## src/rtl/mult_share_pkg.sv

```systemverilog
// Shared constants, scheduler state type and saturating counter helper for mult_share_sched.
package mult_share_pkg;

  localparam int unsigned OP_W   = 4;
  localparam int unsigned PROD_W = 8;

  typedef enum logic [1:0] {
    IDLE,
    CALC,
    RESP
  } sched_state_t;

  function automatic logic [15:0] sat_inc16(input logic [15:0] v);
    return (v == '1) ? v : v + 16'd1;
  endfunction

endpackage

```

## src/rtl/mult_share_sched_if.sv

```systemverilog
// Request/response bundle between requesting engines (master) and mult_share_sched (slave).
interface mult_share_sched_if
  import mult_share_pkg::*;
#(
  parameter int unsigned NREQ = 4,
  parameter int unsigned ID_W = $clog2(NREQ)
);

  logic [NREQ-1:0]      req_valid;
  logic [NREQ*OP_W-1:0] req_a;
  logic [NREQ*OP_W-1:0] req_b;
  logic [NREQ-1:0]      req_ready;
  logic                 resp_valid;
  logic                 resp_ready;
  logic [PROD_W-1:0]    resp_p;
  logic [ID_W-1:0]      resp_id;
  logic                 busy;

  modport slave (
    input  req_valid, req_a, req_b, resp_ready,
    output req_ready, resp_valid, resp_p, resp_id, busy
  );

  modport master (
    output req_valid, req_a, req_b, resp_ready,
    input  req_ready, resp_valid, resp_p, resp_id, busy
  );

endinterface

```

## src/rtl/rr_arbiter.sv

```systemverilog
// Round-robin arbiter: first set request at or above i_ptr, wrapping, as one-hot and index.
module rr_arbiter #(
  parameter int unsigned NREQ = 4,
  parameter int unsigned ID_W = $clog2(NREQ)
) (
  input  logic [NREQ-1:0] i_req,
  input  logic [ID_W-1:0] i_ptr,
  output logic [NREQ-1:0] o_grant,
  output logic [ID_W-1:0] o_idx,
  output logic            o_any
);

  int unsigned     w_k;
  logic [ID_W-1:0] w_kk;

  // Walk from the farthest offset down so the closest requester to i_ptr wins last.
  always_comb begin
    o_grant = '0;
    o_idx   = '0;
    o_any   = 1'b0;
    w_k     = 0;
    w_kk    = '0;
    for (int unsigned off = NREQ; off > 0; off--) begin
      w_k = 32'(i_ptr) + off - 1;
      if (w_k >= NREQ) w_k = w_k - NREQ;
      w_kk = ID_W'(w_k);
      if (i_req[w_kk]) begin
        o_grant       = '0;
        o_grant[w_kk] = 1'b1;
        o_idx         = w_kk;
        o_any         = 1'b1;
      end
    end
  end

endmodule

```

## src/rtl/wallace_tree_multiplier.sv

```systemverilog
// Unsigned 4x4 Wallace-tree multiplier: two 3:2 carry-save stages then a final carry-propagate add.
module wallace_tree_multiplier
  import mult_share_pkg::*;
(
  input  logic [OP_W-1:0]   i_a,
  input  logic [OP_W-1:0]   i_b,
  output logic [PROD_W-1:0] o_p
);

  logic [PROD_W-1:0] w_pp [OP_W];
  logic [PROD_W-1:0] w_s1, w_c1, w_s2, w_c2;

  for (genvar gi = 0; gi < OP_W; gi++) begin : g_pp
    assign w_pp[gi] = i_b[gi] ? (PROD_W'(i_a) << gi) : '0;
  end

  // Carries out of bit 7 are dropped; the product never exceeds 8 bits so the sum stays exact.
  assign w_s1 = w_pp[0] ^ w_pp[1] ^ w_pp[2];
  assign w_c1 = ((w_pp[0] & w_pp[1]) | (w_pp[0] & w_pp[2]) | (w_pp[1] & w_pp[2])) << 1;
  assign w_s2 = w_s1 ^ w_c1 ^ w_pp[3];
  assign w_c2 = ((w_s1 & w_c1) | (w_s1 & w_pp[3]) | (w_c1 & w_pp[3])) << 1;
  assign o_p  = w_s2 + w_c2;

endmodule

```

## src/rtl/mult_share_sched.sv

```systemverilog
// Round-robin scheduler sharing one 4x4 multiplier among NREQ requesters.
// Optional MULT_SHARE_STATS_EN adds op_count / stall_cycles saturating counters.
module mult_share_sched
  import mult_share_pkg::*;
#(
  parameter int unsigned NREQ = 4,
  parameter int unsigned ID_W = $clog2(NREQ)
) (
  input  logic                 clk,
  input  logic                 rst,
  mult_share_sched_if.slave    bus
`ifdef MULT_SHARE_STATS_EN
  ,
  output logic [15:0]          op_count,
  output logic [15:0]          stall_cycles
`endif
);

  sched_state_t      r_state;
  logic [ID_W-1:0]   r_rr_ptr;
  logic [ID_W-1:0]   r_gnt_id;
  logic [OP_W-1:0]   r_op_a;
  logic [OP_W-1:0]   r_op_b;
  logic [PROD_W-1:0] r_resp_p;
  logic [ID_W-1:0]   r_resp_id;
  logic              r_resp_valid;
  logic              r_busy;

  logic [NREQ-1:0]   w_grant;
  logic [ID_W-1:0]   w_idx;
  logic              w_any;
  logic              w_accept;
  logic [OP_W-1:0]   w_sel_a;
  logic [OP_W-1:0]   w_sel_b;
  logic [PROD_W-1:0] w_prod;
  logic [ID_W-1:0]   w_ptr_next;

  rr_arbiter #(
    .NREQ (NREQ),
    .ID_W (ID_W)
  ) u_arb (
    .i_req   (bus.req_valid),
    .i_ptr   (r_rr_ptr),
    .o_grant (w_grant),
    .o_idx   (w_idx),
    .o_any   (w_any)
  );

  wallace_tree_multiplier u_mult (
    .i_a (r_op_a),
    .i_b (r_op_b),
    .o_p (w_prod)
  );

  // Reset overrides any same-cycle accept so nothing is handed over during reset.
  assign w_accept      = (r_state == IDLE) && !rst && w_any;
  assign bus.req_ready = w_accept ? w_grant : '0;

  assign w_sel_a    = bus.req_a[w_idx*OP_W +: OP_W];
  assign w_sel_b    = bus.req_b[w_idx*OP_W +: OP_W];
  assign w_ptr_next = (r_resp_id == ID_W'(NREQ - 1)) ? '0 : r_resp_id + 1'b1;

  assign bus.resp_valid = r_resp_valid;
  assign bus.resp_p     = r_resp_p;
  assign bus.resp_id    = r_resp_id;
  assign bus.busy       = r_busy;

  always_ff @(posedge clk) begin
    if (rst) begin
      r_state      <= IDLE;
      r_rr_ptr     <= '0;
      r_gnt_id     <= '0;
      r_op_a       <= '0;
      r_op_b       <= '0;
      r_resp_p     <= '0;
      r_resp_id    <= '0;
      r_resp_valid <= 1'b0;
      r_busy       <= 1'b0;
    end else begin
      case (r_state)
        IDLE: begin
          if (w_any) begin
            r_op_a   <= w_sel_a;
            r_op_b   <= w_sel_b;
            r_gnt_id <= w_idx;
            r_busy   <= 1'b1;
            r_state  <= CALC;
          end
        end
        CALC: begin
          r_resp_p     <= w_prod;
          r_resp_id    <= r_gnt_id;
          r_resp_valid <= 1'b1;
          r_state      <= RESP;
        end
        RESP: begin
          if (bus.resp_ready) begin
            r_rr_ptr     <= w_ptr_next;
            r_resp_valid <= 1'b0;
            r_busy       <= 1'b0;
            r_state      <= IDLE;
          end
        end
        default: begin
          r_state <= IDLE;
        end
      endcase
    end
  end

`ifdef MULT_SHARE_STATS_EN
  logic [15:0] r_op_count;
  logic [15:0] r_stall_cycles;

  always_ff @(posedge clk) begin
    if (rst) begin
      r_op_count     <= '0;
      r_stall_cycles <= '0;
    end else if (r_state == RESP) begin
      if (bus.resp_ready) r_op_count     <= sat_inc16(r_op_count);
      else                r_stall_cycles <= sat_inc16(r_stall_cycles);
    end
  end

  assign op_count     = r_op_count;
  assign stall_cycles = r_stall_cycles;
`endif

endmodule

```

## src/flat_wrapper.sv

```systemverilog
// flat-port wrapper written by rule: the top's interface ports become plain ports
module mult_share_sched_flat import mult_share_pkg::*;
#(
  parameter int unsigned NREQ = 4,
  parameter int unsigned ID_W = $clog2(NREQ)
)
  (clk, rst, bus_req_valid, bus_req_a, bus_req_b, bus_resp_ready, bus_req_ready, bus_resp_valid, bus_resp_p, bus_resp_id, bus_busy);
  mult_share_sched_if #(.NREQ(NREQ), .ID_W(ID_W)) bus_i ();
  input  logic clk;
  input  logic rst;
  input wire logic [$bits(bus_i.req_valid)-1:0] bus_req_valid;
  input wire logic [$bits(bus_i.req_a)-1:0] bus_req_a;
  input wire logic [$bits(bus_i.req_b)-1:0] bus_req_b;
  input wire logic [$bits(bus_i.resp_ready)-1:0] bus_resp_ready;
  output wire logic [$bits(bus_i.req_ready)-1:0] bus_req_ready;
  output wire logic [$bits(bus_i.resp_valid)-1:0] bus_resp_valid;
  output wire logic [$bits(bus_i.resp_p)-1:0] bus_resp_p;
  output wire logic [$bits(bus_i.resp_id)-1:0] bus_resp_id;
  output wire logic [$bits(bus_i.busy)-1:0] bus_busy;
  assign bus_i.req_valid = bus_req_valid;
  assign bus_i.req_a = bus_req_a;
  assign bus_i.req_b = bus_req_b;
  assign bus_i.resp_ready = bus_resp_ready;
  assign bus_req_ready = bus_i.req_ready;
  assign bus_resp_valid = bus_i.resp_valid;
  assign bus_resp_p = bus_i.resp_p;
  assign bus_resp_id = bus_i.resp_id;
  assign bus_busy = bus_i.busy;
  mult_share_sched #(.NREQ(NREQ), .ID_W(ID_W)) u_core (.clk(clk), .rst(rst), .bus(bus_i));
endmodule
```

## config.mk

```make
export PLATFORM = sky130hd
export DESIGN_NAME = mult_share_sched_flat
export DESIGN_NICKNAME = d
export VERILOG_FILES = /design/src/rtl/mult_share_pkg.sv /design/src/rtl/mult_share_sched_if.sv /design/src/rtl/rr_arbiter.sv /design/src/rtl/wallace_tree_multiplier.sv /design/src/rtl/mult_share_sched.sv /design/src/flat_wrapper.sv
export SDC_FILE = /design/constraint.sdc
export NUM_CORES = 1
export LEC_CHECK = 0
export BUFFER_PORTS_ARGS = -buffer_cell sky130_fd_sc_hd__buf_2
export CORE_ASPECT_RATIO = 1.75
export CORE_MARGIN = 5
export CORE_UTILIZATION = 59
export CTS_BUF_LIST = sky130_fd_sc_hd__clkbuf_8
export CTS_CLUSTER_DIAMETER = 30
export DETAILED_ROUTE_END_ITERATION = 16
export PLACE_DENSITY = 0.85
export REMOVE_ABC_BUFFERS = 1
export SYNTH_ARGS = -nofsm -noshare
export SYNTH_HDL_FRONTEND = slang
export SYNTH_HIERARCHICAL = 1
export SYNTH_SLANG_ARGS = --single-unit
```

## constraint.sdc

```tcl
create_clock -name clk -period 6 [get_ports clk]
set_clock_uncertainty 0.1 [all_clocks]
set_input_delay 0.6 -clock clk [delete_from_list [all_inputs] [get_ports clk]]
set_output_delay 0.6 -clock clk [all_outputs]
set_load 0.05 [all_outputs]
```

==> metrics.md <==
| Metric | Value |
|---|---|
| Switching pwr | `145 µW` |
| Share of Yosys cell area claimed by the top area cell type | `0.255` |
| Cell area after technology mapping | `2040 µm²` |
| Average wire length per cell after detail routing | `13.9 µm` |
| Leakage power | `0.00106 µW` |
| Critical Path Start | `u_core/r_rr_ptr[0]$_SDFFE_PP0P_` |
| Final period util | `0.630` |
| Worst path required time | `5.30 ns` |
| Leading cell types by total area after synthesis | `dfxtp_1, mux4_2, ha_1` |
| Count of different cell masters after synthesis | `44` |
| Worst supply voltage drop on vdd | `125 µV` |
| Cells along the critical path | `inv_1 -> ha_1 -> or3b_2 -> nand3_1 -> nand4_1 -> a31oi_1 -> and2_1 -> buf_2` |
| Slowest-stage cell, CP | `dfxtp_1` |
| Worst Hold Slack | `0.354 ns` |
| Number of iterations in the first detailed-routing pass | `4` |
| Global-route wire length before repair | `7500 µm` |
| Kind of end point of the critical path | `primary output` |
| End-of-flow core utilization | `0.696` |
| Clock Tree Buf Depth | `2` |
| Relative area change from synthesis to final layout | `14.7%` |
| Sw Ratio | `0.326` |
| Clk slew on worst S/H paths | `0.09 ns` |
| Avg Inst Size Synth | `8.87 µm²` |
| PD cells | `190 nW/µm²` |
| Number of failing setup endpoints in the final timing report | `0` |
| Quantity of gates resized following cts | `0` |
| Most used flip-flop cell after synthesis | `dfxtp_1` |
| Row Count | `28` |
| Hold_buf cts | `0` |
| Fillcell total | `approximately 290` |
| Reg2Reg Launch Point | `u_core/r_rr_ptr[0]$_SDFFE_PP0P_` |
| Via total after detailed routing | `roughly 1800` |
| Crit Path Class | `flop to primary output` |
| Die outline area | `4780 µm²` |
| Sequential share of power | `0.445` |
| Antenna diodes | `0` |
| Async SR Flop Fraction | `0` |
| Internal portion of total power | `300 µW` |
| Number of post-CTS setup repair buffers | `0` |
| Total routing usage reported by global routing | `0.206` |
| Worst Setup Start Kind | `flop` |
| Slew @ Worst Pin | `about 0.90 ns` |
| Post-synth EDFFs | `0` |
| Vias per Instance | `5.60` |
| GR Layer Usage met2 | `0.395` |
| Result of the run | `completed` |
| Clock sink count | `26` |
| Clock tree root driver cell | `clkbuf_8` |
| Critical path fanouts, max | `17` |
| Count of max-cap constraint violations | `0` |
| Hold/Removal Path Class | `flop to flop` |
| Horiz. Die Dim | `54.5 µm` |
| Final routed wirelength across all metal layers | `around 4500 µm` |
| Inserted Clock Buffers | `3` |
| Part of the total power dissipated in the clock network | `0.257` |
| Number of port buffers | `54` |
| Initial antenna violation count | `0` |
| Family with the most delay on the worst path | `simple AND/OR/NAND/NOR gates` |
| Share of layout cells above drive strength 1 | `0.293` |
| Num ports | `55` |
| HPWL Detailed | `3650 µm` |
| Time the final worst path needs with I/O delays and setup | `3.78 ns` |
| Area of the placeable core | `3360 µm²` |
| Number of synthesized register bits | `26` |
| Initial cell density of the core | `0.607` |
| Part of the Yosys area used for sequential elements | `0.255` |
| Clock tree from TritonCTS | `done` |
| Global placement routability congestion | `0.865` |
| Peak clock frequency supported by timing | `264 MHz` |
| Buf/Inv on CP | `2` |
| Startpoint of the most critical hold path | `u_core/bus.resp_p[2]$_SDFFE_PP0P_` |
| # H-tree levels | `1` |
| Layout Nets | `338` |
| Vias in the first global route | `1756` |
| Total negative slack for setup checks | `0 ns` |
| RSZ-0062 raised after global routing | `no` |
| Synthesized instance count | `230` |
| Final count of hold timing violations | `0` |
| Cell type with the highest aggregate area in the netlist | `dfxtp_1` |
| Met1 Use GR | `0.216` |
| Insertion delay of the later-clocked pin in the worst-skew pair | `between 0.2 and 0.3 ns` |
| Comb pwr share | `0.298` |
| Syn. warnings | `6` |
| Slowest cell delay on critical path | `0.72 ns` |
| Die Ht | `87.8 µm` |
| Max_slew headroom | `0.399` |
| Most heavily used metal layer in global routing | `met2` |
| Worst EP arrival | `a little over 3 ns` |
| Pin count of the biggest net entering global routing | `27` |
| Remaining routing DRC violations | `0` |
| Initial DRC Count | `34` |
| Met3 Resource Use GR | `0.0256` |
| ANT nets after route | `0` |
| Final number of max-transition violations | `0` |
| Total congestion overflow after global routing | `0` |
cell usage after synthesis (2+ instances only):
master,instances
and2_1,14
nand4_1,4
or3b_2,2
mux4_2,10
ha_1,16
nor3b_1,2
a21oi_1,27
o21ai_0,4
nand3b_1,2
dfxtp_1,26
buf_6,5
a22oi_1,4
xnor2_1,2
a31oi_1,4
nor2_1,11
inv_1,10
buf_2,6
nor2b_1,2
fa_1,6
nand2_1,49
logic make-up (layout without fill, tap and decap cells):
kind of cell / count (synthesis) / in the layout / share of synthesized area
AOI/OAI and AO/OA: 44 / 44 / 0.124
xor gates and xnor gates: 2 / 2 / 0.00859
adders and majority gates: 22 / 22 / 0.157
buffers and inverters: 23 / 69 / 0.0644
DFF: 26 / 26 / 0.255
muxes: 15 / 15 / 0.146
and+or+nand+nor: 98 / 98 / 0.245
layout by cell type, fill, tap and decap left out, drive strengths merged:
cell type / n
buf: 55
nand2: 49
a21oi: 28
dfxtp: 26
ha: 16
and2: 14
nor2: 12
mux4: 10
inv: 10
fa: 6
clkbuf: 4
a22oi: 4
nand4: 4
a31oi: 4
o21ai: 4
or3b: 3
nor2b: 3
mux2i: 3
nor3b: 2
nand3b: 2
xnor2: 2
and2b: 2
mux2: 2
or2b: 1
or3: 1
nand3: 1
a211o: 1
o211a: 1
and4: 1
nor4bb: 1
o221ai: 1
nor3: 1
nand2b: 1
a21o: 1
final cells by class:
| type | instances | area [µm²] | share of cell area |
|---|---|---|---|
| Clock buffer | 4 | 55.1 | 0.0235 |
| Sequential cell | 26 | 520 | 0.222 |
| Timing Repair Buffer | 55 | 278 | 0.119 |
| Tap cell | 45 | 56.3 | 0.0241 |
| Multi-Input combinational cell | 181 | 1390 | 0.595 |
| Inverter | 10 | 37.5 | 0.0160 |
per-stage QoR:
step	cells	power, µW	area (µm²)	worst slack (ns)
finish	321	445	2340	2.22
global route	321	471	2340	2.05
global placement	317	331	2290	2.48
floorplan	217	293	1950	2.37
CTS	321	449	2340	2.24
detailed placement	317	335	2290	2.39
metal layers:
metal / routed length [µm] / up-vias / share of wire
met4: 94 / 0 / 0.021
met5: 0 / - / 0
li1: - / 885 / -
met1: 1660 / 853 / 0.37
met2: 2530 / 49 / 0.57
met3: 183 / 9 / 0.041
sequential cells by signal, summed over array words and instances (netlist names):
signal and flops:
u_core/bus.resp_p 8, u_core/r_op_a 4, u_core/r_op_b 4, u_core/bus.resp_id 2
u_core/r_gnt_id 2, u_core/r_rr_ptr 2, u_core/r_state 2, u_core/bus.busy 1
u_core/bus.resp_valid 1
final timing paths:
kind	end	cells past startpoint	slack, ns
min	u_core/bus.resp_p[2]$_SDFFE_PP0P_	2	0.35
max reg2reg	u_core/r_op_b[2]$_SDFFE_PP0P_	9	2.39
min reg2reg	u_core/bus.resp_p[2]$_SDFFE_PP0P_	2	0.35
max	bus_req_ready[0]	8	2.22
worst register-to-register path, delay by kind of cell, from the launching register on:
family	cells	cell delay (ns)
AOI/OAI and AO/OA	3	0.38
adders and majority gates	1	0.53
buffers and inverters	1	0.27
DFF	1	0.72
muxes	1	0.60
and+or+nand+nor	3	0.90
power by group through the flow:
stage	combinational [µW]	clock [µW]	sequential, µW
2_1_floorplan	83.4	0	210
6_report	132	114	198
5_1_grt	146	123	201
4_1_cts	133	117	198
3_5_place_dp	133	0	202
3_3_place_gp	129	0	201
Power figures use the tool's default switching activity.
